[config.mk]
export PLATFORM = sky130hd
export DESIGN_NAME = muxn_reg
export DESIGN_NICKNAME = d
export VERILOG_FILES = /design/src/rtl/muxn_pkg.sv /design/src/rtl/rr_arbiter.sv /design/src/rtl/muxn_reg.sv
export SDC_FILE = /design/constraint.sdc
export NUM_CORES = 1
export LEC_CHECK = 0
export BUFFER_PORTS_ARGS = -buffer_cell sky130_fd_sc_hd__buf_2
export CORE_MARGIN = 5
export CORE_UTILIZATION = 30
export DETAILED_ROUTE_END_ITERATION = 12
export PLACE_DENSITY_LB_ADDON = 0.05
export RECOVER_POWER = 25
export SETUP_SLACK_MARGIN = 0.1
export SLEW_MARGIN = 10
export SYNTH_ARGS = -nofsm -noshare
export SYNTH_HDL_FRONTEND = slang
export SYNTH_SLANG_ARGS = --single-unit
[constraint.sdc]
create_clock -name clk -period 4 [get_ports clk]
set_clock_uncertainty 0.15 [all_clocks]
set_input_delay 0 -clock clk [delete_from_list [all_inputs] [get_ports clk]]
set_output_delay 0 -clock clk [all_outputs]
set_load 0.01 [all_outputs]
[src/rtl/muxn_pkg.sv]
// Shared constants and types for the registered N-channel multiplexer.
// Mode encodings and the output-register state live here.
package muxn_pkg;

    localparam logic MODE_FIXED = 1'b0;
    localparam logic MODE_RR    = 1'b1;

    typedef enum logic {
        OREG_EMPTY = 1'b0,
        OREG_FULL  = 1'b1
    } oreg_state_e;

endpackage : muxn_pkg

[src/rtl/rr_arbiter.sv]
// Combinational round-robin arbiter: grants the first requester at or after ptr,
// wrapping modulo NCH. Produces a one-hot grant, its index and an any-request flag.
module rr_arbiter #(
    parameter int unsigned NCH  = 4,
    parameter int unsigned SELW = $clog2(NCH)
) (
    input  logic [NCH-1:0]  req,
    input  logic [SELW-1:0] ptr,
    output logic [NCH-1:0]  gnt,
    output logic [SELW-1:0] gnt_idx,
    output logic            any
);

    logic [NCH-1:0] w_thr;
    logic [NCH-1:0] w_hi;
    logic [NCH-1:0] w_pick;

    // Requests at or above ptr take priority; otherwise wrap to the lowest request.
    always_comb begin
        w_thr = '0;
        for (int i = 0; i < int'(NCH); i++) begin
            w_thr[i] = (SELW'(i) >= ptr);
        end
        w_hi   = req & w_thr;
        w_pick = (|w_hi) ? w_hi : req;
    end

    // Isolate the lowest set bit of the chosen request vector.
    always_comb begin
        gnt     = w_pick & ~(w_pick - NCH'(1));
        gnt_idx = '0;
        for (int i = int'(NCH) - 1; i >= 0; i--) begin
            if (w_pick[i]) begin
                gnt_idx = SELW'(i);
            end
        end
        any = |req;
    end

endmodule : rr_arbiter

[src/rtl/muxn_reg.sv]
// N-channel, W-bit registered multiplexer with valid/ready handshake, selecting
// by fixed index or round-robin and holding the winner in a one-entry register.
module muxn_reg
    import muxn_pkg::*;
#(
    parameter int unsigned WIDTH = 8,
    parameter int unsigned NCH   = 4,
    parameter int unsigned SELW  = $clog2(NCH)
) (
    input  logic                   clk,
    input  logic                   rst,
    input  logic [NCH*WIDTH-1:0]   in_data,
    input  logic [NCH-1:0]         in_valid,
    output logic [NCH-1:0]         in_ready,
    input  logic [SELW-1:0]        s,
    input  logic                   mode,
    output logic [WIDTH-1:0]       out_data,
    output logic                   out_valid,
    input  logic                   out_ready,
    output logic [SELW-1:0]        out_ch
);

    oreg_state_e       r_state;
    oreg_state_e       w_state_nxt;
    logic [WIDTH-1:0]  r_out_data;
    logic [SELW-1:0]   r_out_ch;
    logic [SELW-1:0]   r_ptr;

    logic [NCH-1:0]    w_fix_gnt;
    logic [NCH-1:0]    w_rr_gnt;
    logic [SELW-1:0]   w_rr_idx;
    logic              w_rr_any;
    logic [NCH-1:0]    w_gnt;
    logic [SELW-1:0]   w_gnt_idx;
    logic              w_any;
    logic              w_can_accept;
    logic              w_xfer_in;
    logic [WIDTH-1:0]  w_word;
    logic [SELW-1:0]   w_ptr_nxt;

    rr_arbiter #(
        .NCH  (NCH),
        .SELW (SELW)
    ) u_rr_arbiter (
        .req     (in_valid),
        .ptr     (r_ptr),
        .gnt     (w_rr_gnt),
        .gnt_idx (w_rr_idx),
        .any     (w_rr_any)
    );

    // Fixed select: an out-of-range s simply matches no channel.
    always_comb begin
        w_fix_gnt = '0;
        for (int i = 0; i < int'(NCH); i++) begin
            w_fix_gnt[i] = in_valid[i] && (s == SELW'(i));
        end
    end

    always_comb begin
        if (mode == MODE_RR) begin
            w_gnt     = w_rr_gnt;
            w_gnt_idx = w_rr_idx;
            w_any     = w_rr_any;
        end else begin
            w_gnt     = w_fix_gnt;
            w_gnt_idx = s;
            w_any     = |w_fix_gnt;
        end
        w_can_accept = (r_state == OREG_EMPTY) || out_ready;
        w_xfer_in    = w_any && w_can_accept;
        in_ready     = w_gnt & {NCH{w_can_accept}};
    end

    // One-hot AND-OR data mux; the grant is at most one-hot.
    always_comb begin
        w_word = '0;
        for (int i = 0; i < int'(NCH); i++) begin
            if (w_gnt[i]) begin
                w_word = w_word | in_data[i*WIDTH +: WIDTH];
            end
        end
    end

    always_comb begin
        if (w_gnt_idx == SELW'(NCH - 1)) begin
            w_ptr_nxt = '0;
        end else begin
            w_ptr_nxt = SELW'(w_gnt_idx + SELW'(1));
        end
    end

    // Output register occupancy: reload keeps it full, a drain without reload empties it.
    always_comb begin
        w_state_nxt = r_state;
        case (r_state)
            OREG_EMPTY: begin
                if (w_xfer_in) begin
                    w_state_nxt = OREG_FULL;
                end
            end
            OREG_FULL: begin
                if (out_ready && !w_xfer_in) begin
                    w_state_nxt = OREG_EMPTY;
                end
            end
            default: w_state_nxt = OREG_EMPTY;
        endcase
    end

    always_ff @(posedge clk or posedge rst) begin
        if (rst) begin
            r_state <= OREG_EMPTY;
        end else begin
            r_state <= w_state_nxt;
        end
    end

    // Data/channel only move on a transfer in, so they hold while stalled.
    always_ff @(posedge clk or posedge rst) begin
        if (rst) begin
            r_out_data <= '0;
            r_out_ch   <= '0;
            r_ptr      <= '0;
        end else if (w_xfer_in) begin
            r_out_data <= w_word;
            r_out_ch   <= w_gnt_idx;
            if (mode == MODE_RR) begin
                r_ptr <= w_ptr_nxt;
            end
        end
    end

    assign out_valid = (r_state == OREG_FULL);
    assign out_data  = r_out_data;
    assign out_ch    = r_out_ch;

endmodule : muxn_reg

==> metrics.yaml, run 1 <==
cap_violations: 0
leakage_nw: 0.675
async_flop_share: 1.00
synth_edf_count: 0
cts_resized: 0
final_nets: 231
ys.flop_type: "dfrtp_1"
cts.sinks: 13
synth_cells: 115
drive_above_1_share: 0.356
coreArea_sq_um: 3100
max_stage_delay_ns: 0.56
combPwrFrac: 0.496
internal_power_mw: 0.346
grtUsageMet1: 0.178
dieHeight_microns: 67.5
fmax_mhz: 410
io_buffers: 56
clock_power_share: 0.153
netlist_area_sq_um: 991
place_area_sq_um: 1290
initial_core_util: 0.319
finalPower_mw: 0.558
synth_top_area_frac: 0.328
die_w_microns: 67.5
grt_use_met2: 0.276
die_area_sq_um: 4550
crit_type: "flip-flop to flip-flop"
fin_crit_ns: 2.44
crit_chain: "nand3b_1 -> and2_4 -> o32ai_4 -> a22oi_1 -> a31oi_1 -> dlygate4sd3_1"
min_path_type: "input pin to flip-flop"
dp.cells: 208
dr.pass1.iters: 5
cts_tree: "done"
yosys.area.top_type: "dfrtp_1"
design_area_sq_um: 1510
antenna_found_initial: 0
drcViolationCount: 0
period_share: 0.610
slew_violations: 0
synth.distinct_cells: 37
worstSetupEndpointType: "flip-flop"
areaGrowthSynthToFinish_pct: 52.8
critPathArrivalTime_ns: 2.51
hpwl_microns: 2550
fin_tns_setup_ns: 0
grt_max_degree: 14
grt_pass1_wl_microns: 5260
p_switching_mw: 0.212
clock_latency_ns: 0.28
htreeDepth: 1
root_buffer: "clkbuf_4"
yosys-top-cells-area: "dfrtp_1 33%, a221oi_1 7.1%, a22oi_1 6.8%, nand2_1 6.8%, a31oi_1 5.1%"
ir_worst_vdd_v: 0.000180
outcome: "finished, final reports clean"
rsz0062_at_grt: "false"
cp-start-kind: "flip-flop"
grt_pass1_vias: 1179
slew_headroom: 0.588
synth.avg_cell_area_sq_um: 8.62
ys_ff_latch: 13
cp_max_fo: 9
setup_violations: 0
ios: 57
met3_usage: 0.0433
critPathSlowestCell: "dlygate4sd3_1"
worst_slew_pin_slew_ns: 0.615
synth.yosys.seq_area_share: 0.328
layout.cells.non_filler: 232
swShare: 0.380
top_usage_layer: "met2"
worstPathRequired_ns: 4.08
diodes: 0
clk_pin_slew_worst_paths_ns: 0.09
wirelength_microns: 3430
regToRegSetupSlack_ns: 1.56
clock_path_buffers: 2
hold_viol: 0
drtIter0Drc: 67
vias: 1172
antenna_left: 0
grt.overflow.total: 0
syn-num-nets: 157
grt.total_usage: 0.152
synth_warnings: 0
wl_per_cell_microns: 14.8
numCtsBuffers: 3
core.rowCount: 20
cellPowerDensity_nw_per_um2: 368
place.gp.congestion: 0.837
pwr-share-seq: 0.351
avgViaCountPerCell: 5.05
hold_slack_ns: 0.0965
-- cells by family after synthesis --
kind of cell / after synthesis / synth area share
and+or+nand+nor: 47 / 0.220
AOI/OAI and AO/OA: 41 / 0.360
muxes: 3 / 0.0328
buffers and inverters: 10 / 0.0505
xor gates and xnor gates: 1 / 0.00884
DFF: 13 / 0.328
-- worst max-delay path: cells and delay by family, from the launching register on --
family	cells	cell delay (ns)
and+or+nand+nor	2	0.41
buffers and inverters	1	0.56
DFF	1	0.44
AOI/OAI and AO/OA	3	0.82
-- synthesized netlist by cell type, drive strengths merged (2+ instances only) --
master   n
nand2b   3
nor2b    5
o21ai    2
nor2    13
inv      3
o31a     2
a31oi    8
mux2     2
a22oi    9
dfrtp   13
nand3    2
a221oi   8
nand2   19
buf      7
and2     2
-- registers in the layout (all words and copies together) (netlist names) --
signal and flops:
out_valid 1, r_ptr 2, out_data 8, out_ch 2
-- power by group through the flow --
| stage | Sequential (mW) | Clock, mW | Combinational, mW |
|---|---|---|---|
| 2_1_floorplan | 0.209 | 0 | 0.143 |
| 5_1_grt | 0.203 | 0.0961 | 0.302 |
| 3_3_place_gp | 0.197 | 0 | 0.238 |
| 3_5_place_dp | 0.199 | 0 | 0.238 |
| 6_report | 0.196 | 0.0852 | 0.277 |
| 4_1_cts | 0.196 | 0.0886 | 0.279 |
-- per-stage QoR --
stage	setup slack, ns	util
floorplan	2.29	-
detailed placement	2.07	0.415
CTS	1.51	0.488
global placement	2.07	0.415
global route	1.37	0.488
finish	1.56	0.488
-- layer usage --
layer	wire length, microns	vias to the layer above
met5	0	-
met4	15	0
met3	281	2
met2	1700	48
met1	1430	543
li1	-	579
-- worst paths after layout --
path / start / to / cells past startpoint
max in group asynchronous: rst / out_data[2] / 3
worst max-delay path: r_ptr[0] / out_data[3] / 6
worst min-delay path: s[0] / out_ch[0] / 4
min in group asynchronous: rst / out_data[3] / 3
worst min register to register: out_ch[1] / out_ch[1] / 2
worst max register to register: r_ptr[0] / out_data[3] / 6
-- layout by cell type (no fill, tap or decap) --
master | netlist | routed
buf_2 | 4 | 56
dlygate4sd3_1 | 0 | 20
nand2_1 | 18 | 18
nor2_1 | 13 | 13
dfrtp_1 | 13 | 13
a22oi_1 | 9 | 9
a221oi_1 | 8 | 8
a31oi_1 | 8 | 8
nor2b_1 | 5 | 5
inv_1 | 3 | 3
nand2b_1 | 3 | 3
clkbuf_4 | 0 | 3
o31a_1 | 2 | 2
o21ai_0 | 2 | 2
nand3_1 | 2 | 2
a2bb2oi_2 | 1 | 1
o21a_1 | 1 | 1
o22ai_1 | 1 | 1
nand3b_1 | 1 | 1
a21boi_1 | 1 | 1
a21bo_2 | 1 | 1
mux2i_1 | 1 | 1
a32oi_1 | 1 | 1
nor4_1 | 1 | 1
a21oi_1 | 1 | 1
and2_1 | 1 | 1
nand2_2 | 1 | 1
mux2_1 | 1 | 1
o221ai_2 | 1 | 1
a32o_1 | 1 | 1
and3_1 | 1 | 1
and2_4 | 1 | 1
o32ai_4 | 1 | 1
o31ai_4 | 1 | 1
xor2_1 | 1 | 1
mux2_2 | 1 | 1
a21o_1 | 1 | 1
clkbuf_1 | 0 | 1
-- what timing repair did --
action                                  CTS  global route
endpoints found under the setup margin    0             0
hold buffers                             20             0
buffers inserted                          0             0
hold endpoints to repair                 24             0
-- layout make-up --
type                       instances  area [sq um]
fill                             333          1590
multi-input combinational         92           616
timing repair buffer              76           480
sequential                        13           325
tap                               44          55.1
clock buffer                       4          26.3
inverter                           3          11.3
(Power assumes the default switching activity.)
==> run 2, diff against run 1 <==
Settings changed: ABC_AREA from default to 1.
Clock period 4 ns to 2.4 ns, I/O delays scaled along.
==> run 2 against run 1 <==
Combinational power increased by 78%. Sequential cell count unchanged. Global-route usage decreased by 0.54 points. Final area increased by 17%. Power increased by 80%. Critical endpoint is now out_data[4]. Wire length increased by 7.5%.
==> metrics.yaml, run 2 <==
outcome: "finished, final reports clean"
cts_tree: "done"
grt.total_usage: 0.147  # -0.00539
endpoint: "out_data[4]"
die_w_microns: 72.5  # +7.4%
worst-path-stages: 11  # +5
drcViolationCount: 0  # unchanged
syn-num-nets: 212  # +35%
dr.pass1.iters: 4  # -1
die_area_sq_um: 5250  # +15%
yosys-top-cells-area: "dfrtp_1 28%, nand2_1 14%, nand3_1 12%, inv_1 4.2%, a21oi_1 3.8%"
clock_path_buffers: 2  # unchanged
synth_warnings: 0  # unchanged
design_area_sq_um: 1780  # +17%
hold_depth: 4  # unchanged
nFillCells: 395  # +19%
antenna_left: 0  # unchanged
grt_pass1_wl_microns: 6200  # +18%
area.sequential_sq_um: 325  # unchanged
netlist_area_sq_um: 1170  # +18%
netlist_top_cells_count: "45 x nand2_1, 28 x nand3_1, 13 x dfrtp_1, 13 x inv_1, 12 x nor2_1"
drtIter0Drc: 52  # -22%
core.rowCount: 22  # +10%
cp-start-kind: "flip-flop"
synth.distinct_cells: 26  # -30%
min_from: "mode"
ir_worst_vdd_v: 0.000263  # +46%
critPathArrivalTime_ns: 2.21  # -0.30 ns
period_share: 0.925  # +0.316
slew_headroom: 0.494  # -0.0941
worst_slew_pin_slew_ns: 0.753  # +0.138 ns
final_nets: 298  # +29%
place_area_sq_um: 1480  # +15%
coreArea_sq_um: 3720  # +20%
clock_latency_ns: 0.24  # -0.04 ns
synth_top_area_frac: 0.278  # -0.0505
rsz0062_at_grt: "true"
fin_crit_ns: 2.22  # -0.218 ns
place.gp.congestion: 0.786  # -6.2%
ys.flop_type: "dfrtp_1"
cap_violations: 0  # unchanged
vias: 1368  # +17%
wl_per_cell_microns: 12.2  # -18%
avgViaCountPerCell: 4.51  # -11%
cellPowerDensity_nw_per_um2: 564  # +53%
crit_type: "flip-flop to flip-flop"
crit_chain: "nand2_2 -> nand2_2 -> nand4_2 -> nand3_4 -> o21bai_4 -> clkbuf_2 -> a21oi_1 -> nand3_1 -> dlygate4sd3_1 -> nand2_1 -> inv_1"
dp.cells: 271  # +30%
clk_pin_slew_worst_paths_ns: 0.06  # -0.03 ns
drive_above_1_share: 0.369  # +0.0122
cp_max_fo: 7  # -2
ys_ff_latch: 13  # unchanged
crit_family: "buffers and inverters"
cts.sinks: 13  # unchanged
r2r_end: "out_data[4]"
max_stage_delay_ns: 0.56  # about the same
min_path_type: "input pin to flip-flop"
layout_commonest_cell: "buf_2"
diodes: 0  # unchanged
setup_violations: 0  # unchanged
fin_tns_setup_ns: 0  # unchanged
yosys.area.top_type: "dfrtp_1"
critical_path.startpoint: "r_ptr[1]"
slew_violations: 0  # unchanged
hpwl_microns: 2800  # +10%
dieHeight_microns: 72.5  # +7.4%
htreeDepth: 1  # unchanged
fmax_mhz: 450  # +9.8%
initial_core_util: 0.315  # -0.00420
worstPathRequired_ns: 2.39  # -1.69 ns
layout.cells.non_filler: 303  # +31%
synth.yosys.seq_area_share: 0.278  # -0.0505
synthMostInstantiatedCell: "nand2_1"
async_flop_share: 1.00  # unchanged
antenna_found_initial: 0  # unchanged
critPathMostFrequentCell: "nand2_2"
worstSetupEndpointType: "flip-flop"
areaGrowthSynthToFinish_pct: 51.7
wirelength_microns: 3690  # +7.5%
synth.avg_cell_area_sq_um: 6.89  # -20%
synth_cells: 170  # +48%
grt_pass1_vias: 1398  # +19%
ios: 57  # unchanged
final_cell_mix: "47 x buf_2, 45 x nand2_1, 28 x nand3_1"
grt_max_degree: 20  # +6
worstRegToRegCells: 11  # +5
path_buf_inv: 3  # +2
critPathSlowestCell: "dlygate4sd3_1"
largest_reg_flops: 8  # unchanged
grt.overflow.total: 0  # unchanged
multi_input_area_sq_um: 731  # +19%
numCtsBuffers: 3  # unchanged
timing.rr.start: "r_ptr[1]"
io_buffers: 56  # unchanged
leakage_nw: 0.916  # +36%
root_buffer: "clkbuf_8"
hold_viol: 0  # unchanged
regToRegSetupSlack_ns: 0.18  # -1.38 ns
synth_edf_count: 0  # unchanged
==> run 2: changes by cell type after synthesis, sizes merged, moves of 8 or more <==
cell,before,now
nand2,19,55
nand3,2,31
inv,3,22
a22oi,9,0
a21oi,1,9
a221oi,8,0
a31oi,8,0
or2,0,8
==> run 2: worst register-to-register path: stages, from the launching register on <==
cell	delay, ns
dfrtp_1	0.42
nand2_2	0.09
nand2_2	0.09
nand4_2	0.12
nand3_4	0.15
o21bai_4	0.09
clkbuf_2	0.15
a21oi_1	0.13
nand3_1	0.07
dlygate4sd3_1	0.56
nand2_1	0.06
inv_1	0.03
==> run 2: stage by stage <==
stage	util	total power, mW	hold slack (ns)	setup slack, ns
finish	0.478	1.00	0.0409	0.179
global route	0.478	1.09	0.0624	0.0163
CTS	0.458	0.984	0.0226	0.170
detailed placement	0.398	0.738	-0.0597	0.726
global placement	0.398	0.732	-0.0671	0.751
floorplan	-	0.600	-0.273	0.886
==> run 2: worst min path at each step <==
stage                       end  slack [ns]
global placement    out_data[3]       -0.07
global route           r_ptr[1]        0.06
floorplan             out_ch[0]       -0.27
CTS                    r_ptr[1]        0.02
detailed placement    out_ch[1]       -0.06
finish                 r_ptr[1]        0.04
==> run 2: power by group <==
| group | internal (mW) | total, mW | switching [mW] |
|---|---|---|---|
| logic | 0.217 | 0.492 | 0.275 |
| registers | 0.275 | 0.308 | 0.0326 |
| clock network | 0.117 | 0.202 | 0.0843 |
==> run 2: logic make-up (layout without fill, tap and decap cells) <==
| kind of cell | after synthesis | count (layout) | share of synthesized area |
|---|---|---|---|
| AOI/OAI and AO/OA | 17 | 17 | 0.0994 |
| and+or+nand+nor | 114 | 114 | 0.517 |
| buffers and inverters | 26 | 111 | 0.106 |
| DFF | 13 | 13 | 0.278 |
==> run 2: layout make-up <==
type / instances / share of cell area
Sequential cell: 13 / 0.183
Inverter: 23 / 0.0507
Multi-Input combinational cell: 131 / 0.411
Tap cell: 48 / 0.0338
Clock buffer: 4 / 0.0254
Timing Repair Buffer: 84 / 0.296
==> run 2: what timing repair did <==
item	4_1_cts	5_1_grt
endpoints found under the setup margin	0	8
gates resized for setup	0	5
buffers inserted	0	10
hold buffers	18	0
hold endpoints to repair	22	0
==> run 2: metal layers <==
layer  share of wire  routed length [microns]  track usage  vias to the layer above
li1                -                        -            -                      716
met4          0.0046                       17       0.0451                        0
met5               0                        0            0                        -
met3           0.059                      218       0.0291                        2
met1            0.45                     1650        0.177                      614
met2            0.49                     1800        0.262                       36
